===== src/rtl/ysyx_22041071_div_ctrl.sv =====
`default_nettype none
//==============================================================================
// Module   : ysyx_22041071_div_ctrl
// Brief    : RV64M DIV/REM controller; sequences an iterative divider, resolves
//            divide-by-zero and signed overflow locally, formats W results.
// Revision : 1.0 - initial release
//==============================================================================
module ysyx_22041071_div_ctrl (
   input  logic        clk,
   input  logic        reset,
   input  logic        flush,
   input  logic        ex_valid,
   input  logic [2:0]  ex_op,
   input  logic [63:0] src1,
   input  logic [63:0] src2,
   output logic        ex_ready,
   output logic        res_valid,
   input  logic        res_ready,
   output logic [63:0] result,
   output logic        div_valid,
   output logic        div_signed,
   output logic        divw,
   output logic [63:0] dividend,
   output logic [63:0] divisor,
   input  logic        div_ready,
   input  logic        div_out_valid,
   input  logic [63:0] div_quot,
   input  logic [63:0] div_rema
);

   typedef enum logic [1:0] {
      S_IDLE  = 2'd0,
      S_BUSY  = 2'd1,
      S_RESP  = 2'd2,
      S_DRAIN = 2'd3
   } state_t;

   localparam logic [63:0] C_ALL_ONES = {64{1'b1}};
   localparam logic [63:0] C_MIN64    = {1'b1, 63'd0};

   state_t      r_state, w_state_nxt;
   logic        r_pending, w_pending_nxt;
   logic [2:0]  r_op;
   logic [63:0] r_src1, r_src2, r_result;
   logic        w_accept, w_load, w_cap_spec, w_cap_div;
   logic        w_div_zero, w_ovf, w_special;
   logic [63:0] w_spec_raw, w_spec_res, w_div_raw, w_div_res;

   // A held op (divider was busy at accept) keeps the port closed until issue
   assign ex_ready   = (r_state == S_IDLE) && !r_pending;
   assign res_valid  = (r_state == S_RESP);
   assign div_valid  = (r_state == S_BUSY);
   assign div_signed = !r_op[1];
   assign divw       = r_op[2];
   assign dividend   = r_src1;
   assign divisor    = r_src2;
   assign result     = r_result;
   assign w_accept   = ex_valid && ex_ready && !flush;

   always_comb begin
      w_div_zero = ex_op[2] ? (src2[31:0] == 32'd0) : (src2 == 64'd0);
      w_ovf      = !ex_op[1] &&
                   (ex_op[2] ? (src1[31:0] == 32'h8000_0000 && src2[31:0] == 32'hFFFF_FFFF)
                             : (src1 == C_MIN64 && src2 == C_ALL_ONES));
      w_special  = w_div_zero || w_ovf;
      if (ex_op[0]) w_spec_raw = w_div_zero ? src1 : 64'd0;
      else          w_spec_raw = w_div_zero ? C_ALL_ONES : src1;
      w_spec_res = ex_op[2] ? {{32{w_spec_raw[31]}}, w_spec_raw[31:0]} : w_spec_raw;
      w_div_raw  = r_op[0] ? div_rema : div_quot;
      w_div_res  = r_op[2] ? {{32{w_div_raw[31]}}, w_div_raw[31:0]} : w_div_raw;
   end

   always_comb begin
      w_state_nxt   = r_state;
      w_pending_nxt = r_pending;
      w_load        = 1'b0;
      w_cap_spec    = 1'b0;
      w_cap_div     = 1'b0;
      case (r_state)
         S_IDLE: begin
            if (flush) begin
               w_pending_nxt = 1'b0;
            end else if (r_pending) begin
               if (div_ready) begin
                  w_state_nxt   = S_BUSY;
                  w_pending_nxt = 1'b0;
               end
            end else if (w_accept) begin
               w_load = 1'b1;
               if (w_special) begin
                  w_state_nxt = S_RESP;
                  w_cap_spec  = 1'b1;
               end else if (div_ready) begin
                  w_state_nxt = S_BUSY;
               end else begin
                  w_pending_nxt = 1'b1;
               end
            end
         end
         S_BUSY: begin
            if (div_out_valid) begin
               if (flush) begin
                  w_state_nxt = S_IDLE;
               end else begin
                  w_state_nxt = S_RESP;
                  w_cap_div   = 1'b1;
               end
            end else if (flush) begin
               w_state_nxt = S_DRAIN;
            end
         end
         S_RESP: begin
            if (flush || res_ready) w_state_nxt = S_IDLE;
         end
         S_DRAIN: begin
            // Divider cannot be aborted; wait out its completion pulse
            if (div_out_valid) w_state_nxt = S_IDLE;
         end
         default: w_state_nxt = S_IDLE;
      endcase
   end

   always_ff @(posedge clk or negedge reset) begin
      if (!reset) begin
         r_state   <= S_IDLE;
         r_pending <= 1'b0;
      end else begin
         r_state   <= w_state_nxt;
         r_pending <= w_pending_nxt;
      end
   end

   always_ff @(posedge clk or negedge reset) begin
      if (!reset) begin
         r_op     <= 3'd0;
         r_src1   <= 64'd0;
         r_src2   <= 64'd0;
         r_result <= 64'd0;
      end else begin
         if (w_load) begin
            r_op   <= ex_op;
            r_src1 <= src1;
            r_src2 <= src2;
         end
         if (w_cap_spec)     r_result <= w_spec_res;
         else if (w_cap_div) r_result <= w_div_res;
      end
   end

endmodule
`default_nettype wire


===== config.mk =====
export PLATFORM = sky130hd
export DESIGN_NAME = ysyx_22041071_div_ctrl
export DESIGN_NICKNAME = d
export VERILOG_FILES = /design/src/rtl/ysyx_22041071_div_ctrl.sv
export SDC_FILE = /design/constraint.sdc
export NUM_CORES = 1
export LEC_CHECK = 0
export BUFFER_PORTS_ARGS = -buffer_cell sky130_fd_sc_hd__buf_2
export CORE_AREA = 2 2 180 182
export DETAILED_ROUTE_END_ITERATION = 8
export DIE_AREA = 0 0 182 184
export PLACE_DENSITY = 0.65
export SKIP_LAST_GASP = 1
export SYNTH_ARGS = -nofsm -noshare
export SYNTH_HDL_FRONTEND = slang
export SYNTH_SLANG_ARGS = --single-unit

===== constraint.sdc =====
create_clock -name clk -period 4.8 [get_ports clk]
set_clock_uncertainty 0.15 [all_clocks]
set_input_delay 0.96 -clock clk [delete_from_list [all_inputs] [get_ports clk]]
set_output_delay 0.96 -clock clk [all_outputs]
set_load 0.01 [all_outputs]

**Yosys cells after proc, flatten, opt, wreduce, memory -nomap -nowiden**

Index checks and enable logic that the tools add are counted.

- Output and inout bits: 197
- Word-level logic and storage cells: 73
- Register bits: 198

- Eq/ne operators: 12
- Muxes and demuxes: 38
- Reduce and logical (&&, ||, !) cells: 17

Operators with widths:

| cell | number |
|---|---|
| $mux 64 | 8 |
| $eq 64x64->1 const B | 2 |
| $eq 32x32->1 const B | 2 |
| $logic_not 64->1 | 1 |
| $logic_not 32->1 | 1 |
| $mux 2 | 10 |
| $mux 1 | 19 |
| $pmux 2 s4 | 1 |
| $logic_and 1x1->1 | 6 |
| $reduce_and 5->1 | 1 |
| $eq 2x2->1 const B | 2 |
| $logic_not 1->1 | 4 |
| $ne 2x2->1 const B | 2 |
| $ne 3x2->1 const B | 1 |
| $ne 3x3->1 const B | 1 |
| $eq 2x1->1 const B | 1 |
| $logic_not 2->1 | 1 |
| $logic_or 1x1->1 | 2 |
| $ne 2x1->1 const B | 1 |
| $reduce_bool 2->1 | 1 |

**Depth between registers and ports, before layout**

Gate-level depths: netlist of the first run.

- Depth after elaboration: 11
- Gate-level depth with buffers: 10

**Least setup slack after synthesis of the first run**

No wires, ideal clock.

- Path type: input -> register
- Start point: input port src1[1]
- End point: register r_result[10], in the netlist result[10]
- Arrival: 2532 ps
- Path buffers: 2
- Stages on the path: 8
- Setup slack: 1991 ps
- Library setup time: 127 ps
- Path through: nand4bb_1 or4_1 nor4_4 a32o_1 a31oi_1 buf_6 buf_6 mux2i_1

- Longest elaborated chain between the ends: 11

Ends and longest elaborated chain:

| item | line | RTL |
|---|---|---|
| start: declaration | 14 | `input logic [63:0] src1,` |
| $eq 64x64->1 / $eq 32x32->1 (equally long branches) | 64, 63 |  |
| $logic_and 1x1->1 (on tied branches) | 64, 63 |  |
| $mux 1 * | 63 | `(ex_op[2] ? (src1[31:0] == 32'h8000_0000 && src2[31:0] == 32'hFFFF_FFFF)` |
| $logic_and 1x1->1 * | 62 | `w_ovf = !ex_op[1] &&` |
| $logic_or 1x1->1 * | 65 | `w_special = w_div_zero \|\| w_ovf;` |
| $mux 1 * | 90 | `if (w_special) begin` |
| $mux 1 * | 88 | `end else if (w_accept) begin` |
| $mux 1 * | 83 | `end else if (r_pending) begin` |
| $mux 1 * | 81 | `if (flush) begin` |
| $mux 1 * | 79 | `case (r_state)` |
| $mux 64 / $reduce_bool 2->1 (equally long branches) | - |  |
| end signal: assignment | 145 | `if (w_cap_spec) r_result <= w_spec_res;` |
| end signal: assignment | 146 | `else if (w_cap_div) r_result <= w_div_res;` |
| end: declaration | 44 | `logic [63:0] r_src1, r_src2, r_result;` |

Mark *: on every way between the ends. The rest lies on a longest branch, timed or not.
A chain may end at the register's enable or synchronous reset.

**Final worst setup path of the first run**

- Start point: input port src1[21]
- End point: register r_result[57], in the netlist result[57]

Same word-level chain as after synthesis.

==> results of run 1 <==
registers in the layout, summed over array words and instances (netlist names):
| signal | cells |
|---|---|
| r_state | 2 |
| r_op | 3 |
| r_pending | 1 |
| result | 64 |
| dividend | 64 |
| divisor | 64 |
layout by cell type, fill, tap and decap left out, drive strengths merged, types with 2 or more instances in the layout:
cell	n
nand4bb	2
inv	10
mux2i	128
a32o	2
and4	2
nor4	32
o21ai	97
o22ai	31
a21oi	5
diode	3
nand3	4
nor2b	34
dfrtp	198
clkinv	3
o211ai	4
nor4bb	2
nand2	430
clkbuf	20
a31oi	2
nor2	36
buf	475
nand4	19
or4	3
clkinvlp	4
cell type report:
cell class | instances | area [um^2]
well taps | 402 | 503
flip-flops and latches | 198 | 4960
diodes | 3 | 7.51
clock buffers | 19 | 453
inverters | 4 | 15.0
fillers | 3191 | 18300
clock inverters | 13 | 110
repair buffers | 476 | 2450
multi-input cells | 846 | 4600
power groups by stage:
stage                     sequential, mW  clock, mW  combinational [mW]
after floorplan                     3.25          0                1.38
after global placement              2.86          0                3.16
after detailed placement            2.87          0                3.23
after CTS                           2.87       1.46                3.22
after global routing                2.97       1.54                3.50
final                               2.87       1.42                3.18
stage by stage:
step,power [mW],util,area [um^2]
final,7.47,0.417,13100
after global placement,6.02,0.399,12500
after detailed placement,6.10,0.399,12500
after CTS,7.55,0.417,13100
after floorplan,4.63,-,9880
after global routing,8.00,0.417,13100
layer usage:
layer,share of wire,track usage,vias to the layer above
li1,-,-,4642
met3,0.070,0.0477,57
met2,0.48,0.353,428
met1,0.43,0.274,4746
met4,0.025,0.0752,0
met5,0,0,-
tightest hold or removal path, cell delays in order (launching register included):
cell and delay, ns:
dfrtp_1 0.34, nand2_1 0.05, nand2_1 0.05
kinds of logic (layout without fill, tap and decap cells):
family / count (synthesis) / count (layout) / share of synthesized area
flops: 198 / 198 / 0.501
other cells: 0 / 3 / 0
buf+inv: 82 / 512 / 0.0368
simple gates: 572 / 572 / 0.250
compound gates: 145 / 145 / 0.0812
mux: 129 / 129 / 0.131
final timing paths:
path	startpoint	endpoint	cells after the start
max in group asynchronous	reset	dividend[5]	2
max	src1[21]	result[57]	7
min reg2reg	divisor[63]	divisor[63]	2
min in group asynchronous	reset	divisor[57]	1
min	divisor[63]	divisor[63]	2
max reg2reg	r_state[1]	r_op[1]	5
==> flow_metrics.tcl, run 1 <==
set metrics [dict create \
    syn_nets 1392 \
    hp-class "reg -> reg" \
    antenna_found_initial 3 \
    tightestPinTransition_ns 1.17 \
    async_flop_share 1.00 \
    yosysTopAreaCell "dfrtp_1" \
    area_delta_synth_final_pct 32.5 \
    fin_cells 1961 \
    synth.most_common_cell "nand2_1" \
    drt-initial-drc-count 581 \
    std_cell_rows 65 \
    dpl.cell_count 1926 \
    p_sw_mw 3.01 \
    initial_core_util 0.315 \
    cts_hold_buf 0 \
    clock_latency_ns 0.44 \
    grt_usage 0.213 \
    ioPinCount 463 \
    crit_type "in -> reg" \
    synth_common_cells "430 x nand2_1, 198 x dfrtp_1, 128 x mux2i_1, 97 x o21ai_0, 64 x clkbuf_1" \
    wl_per_cell_um 18.7 \
    pwr_density_cell_nw_per_um2 571 \
    synth_top_area_frac 0.501 \
    status "completed" \
    pre_cts_slack_ns 0.959 \
    relSlewSlack 0.215 \
    hold_violations 0 \
    cpPeakStageDelay_ns 0.69 \
    place_hpwl_um 27100 \
    crit_fanout 47 \
    cts_tree "yes" \
    synth_edf_count 0 \
    place_congestion 0.965 \
    p_comb_frac 0.426 \
    drc_errors 0 \
    ys_top_cells_by_area "dfrtp_1 50%, nand2_1 16%, mux2i_1 13%" \
    peakVddDrop_mv 0.282 \
    seq_power_share 0.384 \
    cts_setup_buffers 0 \
    crit_path_start_kind "primary input" \
    fin_nets 1809 \
    ys_types 38 \
    htreeDepth 4 \
    cp.arrival_ns 3.56 \
    first_global_vias 9668 \
    finalSetupViolations 0 \
    leakage_nw 7.13 \
    p_sw_frac 0.403 \
    cp_top_family "simple AND/OR/NAND/NOR gates" \
    synth-main-ff-cell "dfrtp_1" \
    gr-total-overflow 0 \
    avgSynthCellArea_um2 8.78 \
    drive_gt1_frac 0.333 \
    cts_buffers 17 \
    routed_wl_um 36700 \
    drt_pass1_iterations 6 \
    period_needed_ns 3.41 \
    core_area_um2 31400 \
    slew_viol_final 0 \
    rsz0062_at_grt "false" \
    cts_sinks 198 \
    crit_required_ns 4.95 \
    yosys_warnings 0 \
    power.internal_mw 4.46 \
    cp_num_buf_inv 2 \
    fin_setup_tns_ns 0 \
    grt_max_degree 103 \
    ant_nets 0 \
    drv_cap 0 \
    holdWs_ns 0.320 \
    cts.repair.resized 0 \
    ys_seq_elements 198 \
    dieArea_um2 33500 \
    cp_slowest_cell "nor4_1" \
    root_buffer "clkbuf_16" \
    clockPowerShare 0.190 \
    vias 9873 \
    syn_area_um2 9880 \
    fp.dieW_um 182 \
    r2r_slack_ns 1.70 \
    die_h_um 184 \
    vias_per_cell 5.03 \
    clk_pin_slew_ns 0.07 \
    portBuffers 462 \
    grt_pass1_wl_um 55200 \
    finalWorstSetupSlack_ns 1.39 \
    cp-end-kind "flop" \
    crit_chain "buf_2 -> nor4_1 -> nand4_1 -> nor4_4 -> a31oi_4 -> buf_12 -> mux2i_1" \
    timing.fmax_mhz 293 \
    netlist_instances 1126 \
    cts_buffer_depth 2 \
    period_share 0.711 \
    synth-seq-area-share 0.501 \
]
No activity file was read; power rests on OpenSTA's default activity.
==> run 2: changes to the inputs <==
==> constraint.sdc (replaced) <==
create_clock -name clk -period 3.47 [get_ports clk]
set_clock_uncertainty 0.15 [all_clocks]
set_input_delay 0.694 -clock clk [delete_from_list [all_inputs] [get_ports clk]]
set_output_delay 0.694 -clock clk [all_outputs]
set_load 0.01 [all_outputs]
==> run 2 against run 1 <==
- combinational power up 38%
- first-iteration DRC count up 5.5%
- clock power up 44%
- final area up 0.91%
- sequential share of layout area down 0.34 points
- power up 40%
- worst hold slack worse by 0.21 ns
- sequential power up 40%
- global-route usage up 0.40 points
- core utilization up 0.38 points
- sequential cell count unchanged
- highest routed layer unchanged
==> flow_metrics.tcl, run 2 (synthesis gave the netlist of run 1 again) <==
set metrics [dict create \
    fp.dieW_um 182 \
    drv_cap 0 \
    dieArea_um2 33500 \
    antenna_found_initial 6 \
    pwr_density_cell_nw_per_um2 791 \
    area_delta_synth_final_pct 33.7 \
    r2r_cells 5 \
    die_h_um 184 \
    root_buffer "clkbuf_16" \
    drc_errors 0 \
    cts_hold_buf 0 \
    cts.repair.resized 0 \
    final_common_cell "buf_2" \
    drt-initial-drc-count 613 \
    std_cell_rows 65 \
    grt_usage 0.217 \
    ant_nets 0 \
    timing.fmax_mhz 366 \
    hp-class "in -> async" \
    peakVddDrop_mv 0.337 \
    slew_viol_final 0 \
    cp_slowest_cell "nor4_4" \
    grt_pass1_wl_um 55800 \
    fin_nets 1817 \
    portBuffers 462 \
    tightestPinTransition_ns 0.909 \
    cts_buffer_depth 2 \
    cts_buffers 17 \
    relSlewSlack 0.394 \
    crit_type "in -> reg" \
    cpPeakStageDelay_ns 0.49 \
    place_hpwl_um 27400 \
    rsz0062_at_grt "false" \
    ioPinCount 463 \
    clk_pin_slew_ns 0.08 \
    leakage_nw 7.20 \
    finalSetupViolations 0 \
    gr-total-overflow 0 \
    cts_setup_buffers 0 \
    most-common-layout-cells "461 x buf_2, 430 x nand2_1, 197 x dfrtp_1" \
    crit_path_start_kind "primary input" \
    drt_pass1_iterations 8 \
    clock_latency_ns 0.43 \
    post-route-util 0.421 \
    htreeDepth 4 \
    grt_max_degree 132 \
    vias 9904 \
    vias_per_cell 5.02 \
    routed_wl_um 37100 \
    cts_tree "yes" \
    core_area_um2 31400 \
    status "completed" \
    crit_chain "buf_2 -> nor4_1 -> nand4_1 -> nor4_4 -> a32o_1 -> a31oi_4 -> buf_4 -> mux2i_1" \
    drive_gt1_frac 0.336 \
    holdWs_ns 0.107 \
    initial_core_util 0.315 \
    cp-end-kind "flop" \
    wl_per_cell_um 18.8 \
    period_share 0.788 \
    crit_required_ns 3.63 \
    cts_sinks 198 \
    cp.arrival_ns 2.89 \
    crit_fanout 27 \
    place_congestion 0.986 \
    fin_setup_tns_ns 0 \
    period_needed_ns 2.73 \
    hold_violations 0 \
    first_global_vias 9767 \
]
-- run 2: cell count changes in the layout (fill, tap and decap cells not counted), sizes merged --
| cell | previous run | this run |
|---|---|---|
| bufinv | 0 | 1 |
| buf | 475 | 483 |
| clkinv | 3 | 6 |
| clkinvlp | 4 | 0 |
| diode | 3 | 6 |
-- run 2: worst max-delay path, delay by kind of cell --
kind | cells | cell delay, ns
buffers and inverters | 2 | 0.41
AOI/OAI and AO/OA | 2 | 0.30
and+or+nand+nor | 3 | 1.27
muxes | 1 | 0.18
-- run 2: power breakdown --
| group | total [mW] | internal (mW) | switching, mW |
|---|---|---|---|
| clock network | 2.04 | 1.06 | 0.981 |
| logic | 4.38 | 1.79 | 2.59 |
| registers | 4.03 | 3.41 | 0.623 |
| total | 10.4 | 6.25 | 4.20 |
-- run 2: metal layers --
metal	track usage	routed length, um	vias up	share of wire
li1	-	-	4657	-
met1	0.281	15600	4716	0.42
met2	0.353	17700	466	0.48
met3	0.0499	2700	65	0.073
met4	0.0855	1110	0	0.030
met5	0	0	-	0
-- run 2: stage by stage --
step	instance area [um^2]	cells	setup WS, ns	power, mW
final	13200	1972	0.737	10.4
after global routing	13200	1972	0.660	11.2
after CTS	13200	1966	0.740	10.5
after detailed placement	12600	1934	0.263	8.47
after global placement	12600	1934	0.279	8.35
after floorplan	9880	1126	0.927	6.40
-- run 2: final timing paths --
check	startpoint	end	slack, ns
max	src1[28]	result[38]	0.74
min	reset	dividend[53]	0.11
max reg2reg	r_state[1]	dividend[11]	0.85
min reg2reg	divisor[59]	divisor[59]	0.32
max in group asynchronous	reset	r_op[0]	2.24
min in group clk	divisor[59]	divisor[59]	0.32
-- run 2: layout make-up --
cell class / instances / area (um^2)
well taps: 402 / 503
clock inverters: 13 / 136
fillers: 3208 / 18200
inverters: 4 / 15.0
multi-input cells: 846 / 4600
clock buffers: 19 / 453
repair buffers: 484 / 2540
diodes: 6 / 15.0
flip-flops and latches: 198 / 4960
==> run 3: changes to the inputs <==
==> constraint.sdc (replaced) <==
create_clock -name clk -period 2.8 [get_ports clk]
set_clock_uncertainty 0.15 [all_clocks]
set_input_delay 0.56 -clock clk [delete_from_list [all_inputs] [get_ports clk]]
set_output_delay 0.56 -clock clk [all_outputs]
set_load 0.01 [all_outputs]
==> run 3 against run 2 <==
- the run now ends with hold timing left
- via count increased by 0.84%
- critical path depth decreased by 2
- register-to-register slack got worse by 0.51 ns
- cell count increased by 0.91%
- setup slack got worse by 0.39 ns
- die area unchanged
- non-clock buffer count increased by 21
- critical path type is now reg -> reg
- critical endpoint is now result[27]
- highest routed layer unchanged
==> flow_metrics.tcl, run 3 (synthesis gave the netlist of run 1 again) <==
set metrics [dict create \
    ioPinCount 463 \
    r2r_slack_ns 0.34 \
    die_h_um 184 \
    drv_cap 0 \
    leakage_nw 7.33 \
    drt-initial-drc-count 411 \
    status "finished with violations" \
    period_needed_ns 2.46 \
    drt_pass1_iterations 6 \
    fp.dieW_um 182 \
    pre_cts_slack_ns -0.0919 \
    r2r_end "result[27]" \
    slew_viol_final 0 \
    cp_top_family "simple AND/OR/NAND/NOR gates" \
    antenna_found_initial 3 \
    grt_max_degree 132 \
    cts.repair.resized 0 \
    dieArea_um2 33500 \
    rsz0062_at_grt "false" \
    vias_per_cell 5.02 \
    htreeDepth 4 \
    cts_buffers 17 \
    crit_path_start_kind "flop" \
    cts_buffer_depth 2 \
    portBuffers 462 \
    fin_nets 1838 \
    relSlewSlack 0.492 \
    violations "hold timing" \
    cp_num_buf_inv 1 \
    clk_pin_slew_ns 0.08 \
    period_share 0.878 \
    cp.arrival_ns 2.62 \
    hold_violations 5 \
    pwr_density_cell_nw_per_um2 967 \
    hp-class "in -> async" \
    clock_latency_ns 0.44 \
    grt_pass1_wl_um 55900 \
    tightestPinTransition_ns 0.762 \
    cp_slowest_cell "dfrtp_1" \
    initial_core_util 0.315 \
    routed_wl_um 37300 \
    cpPeakStageDelay_ns 0.48 \
    peakVddDrop_mv 0.476 \
    crit_chain "or3_1 -> nor3b_4 -> a32o_1 -> a31oi_4 -> buf_12 -> mux2i_1" \
    drc_errors 0 \
    ant_nets 0 \
    crit_required_ns 2.96 \
    drive_gt1_frac 0.344 \
    cts_setup_buffers 0 \
    crit_fanout 32 \
    vias 9987 \
    crit_type "reg -> reg" \
    cp-end-kind "flop" \
    area_delta_synth_final_pct 36.0 \
    first_global_vias 9900 \
    r2r-start "r_state[1]" \
    place_hpwl_um 27900 \
    root_buffer "clkbuf_16" \
    place_congestion 0.973 \
    most-common-layout-cells "461 x buf_2, 430 x nand2_1, 197 x dfrtp_1" \
    gr-total-overflow 0 \
    r2r_cells 6 \
    cts_hold_buf 0 \
    holdWs_ns -0.0176 \
    cts_tree "yes" \
    cts_sinks 198 \
    core_area_um2 31400 \
    finalSetupViolations 0 \
    timing.fmax_mhz 407 \
    grt_usage 0.217 \
    post-route-util 0.428 \
    final_common_cell "buf_2" \
    std_cell_rows 65 \
    wl_per_cell_um 18.8 \
    finalWorstSetupSlack_ns 0.342 \
]
-- run 3: cell count changes in the layout (fill, tap and decap cells not counted), moves of 2 or more --
cell | previous run | this run
buf_12 | 4 | 11
diode_2 | 6 | 3
buf_4 | 18 | 32
inv_6 | 4 | 2
-- run 3: how the worst max path moves through the flow --
stage	startpoint	endpoint	slack [ns]	cells past startpoint
2_1_floorplan	src1[1]	result[10]	0.39	8
3_3_place_gp	src1[33]	result[22]	-0.08	9
3_5_place_dp	src1[33]	result[27]	-0.09	9
4_1_cts	src1[33]	result[24]	0.36	9
5_1_grt	src1[33]	result[43]	0.24	9
6_report	r_state[1]	result[27]	0.34	6
-- run 3: metal layers --
metal | GRT usage | vias up | routed length [um]
met2 | 0.358 | 434 | 17800
met3 | 0.0493 | 70 | 2450
met1 | 0.280 | 4788 | 16000
met5 | 0 | - | 0
met4 | 0.0797 | 0 | 1010
li1 | - | 4695 | -
-- run 3: area by class of cell --
class                   count  area [um^2]
repair buffers            505         2780
flip-flops and latches    198         4960
well taps                 402          503
fillers                  3168        18000
multi-input cells         846         4600
diodes                      3         7.51
clock inverters            13          138
clock buffers              19          443
inverters                   4         15.0
-- run 3: report_power, final --
part           leakage, nW  internal, mW  total, mW  switching [mW]
combinational         4.64          2.27       5.52            3.25
clock                0.284          1.28       2.50            1.22
sequential            2.40          4.22       4.97           0.752
-- run 3: per-stage QoR --
step	cell area, um^2	setup TNS, ns	total power [mW]	instances
finish	13400	0	13.0	1990
global route	13400	0	13.9	1990
floorplan	9880	0	7.93	1126
CTS	13400	0	13.1	1987
global placement	12900	-3.47	10.4	1955
detailed placement	12900	-3.76	10.6	1955
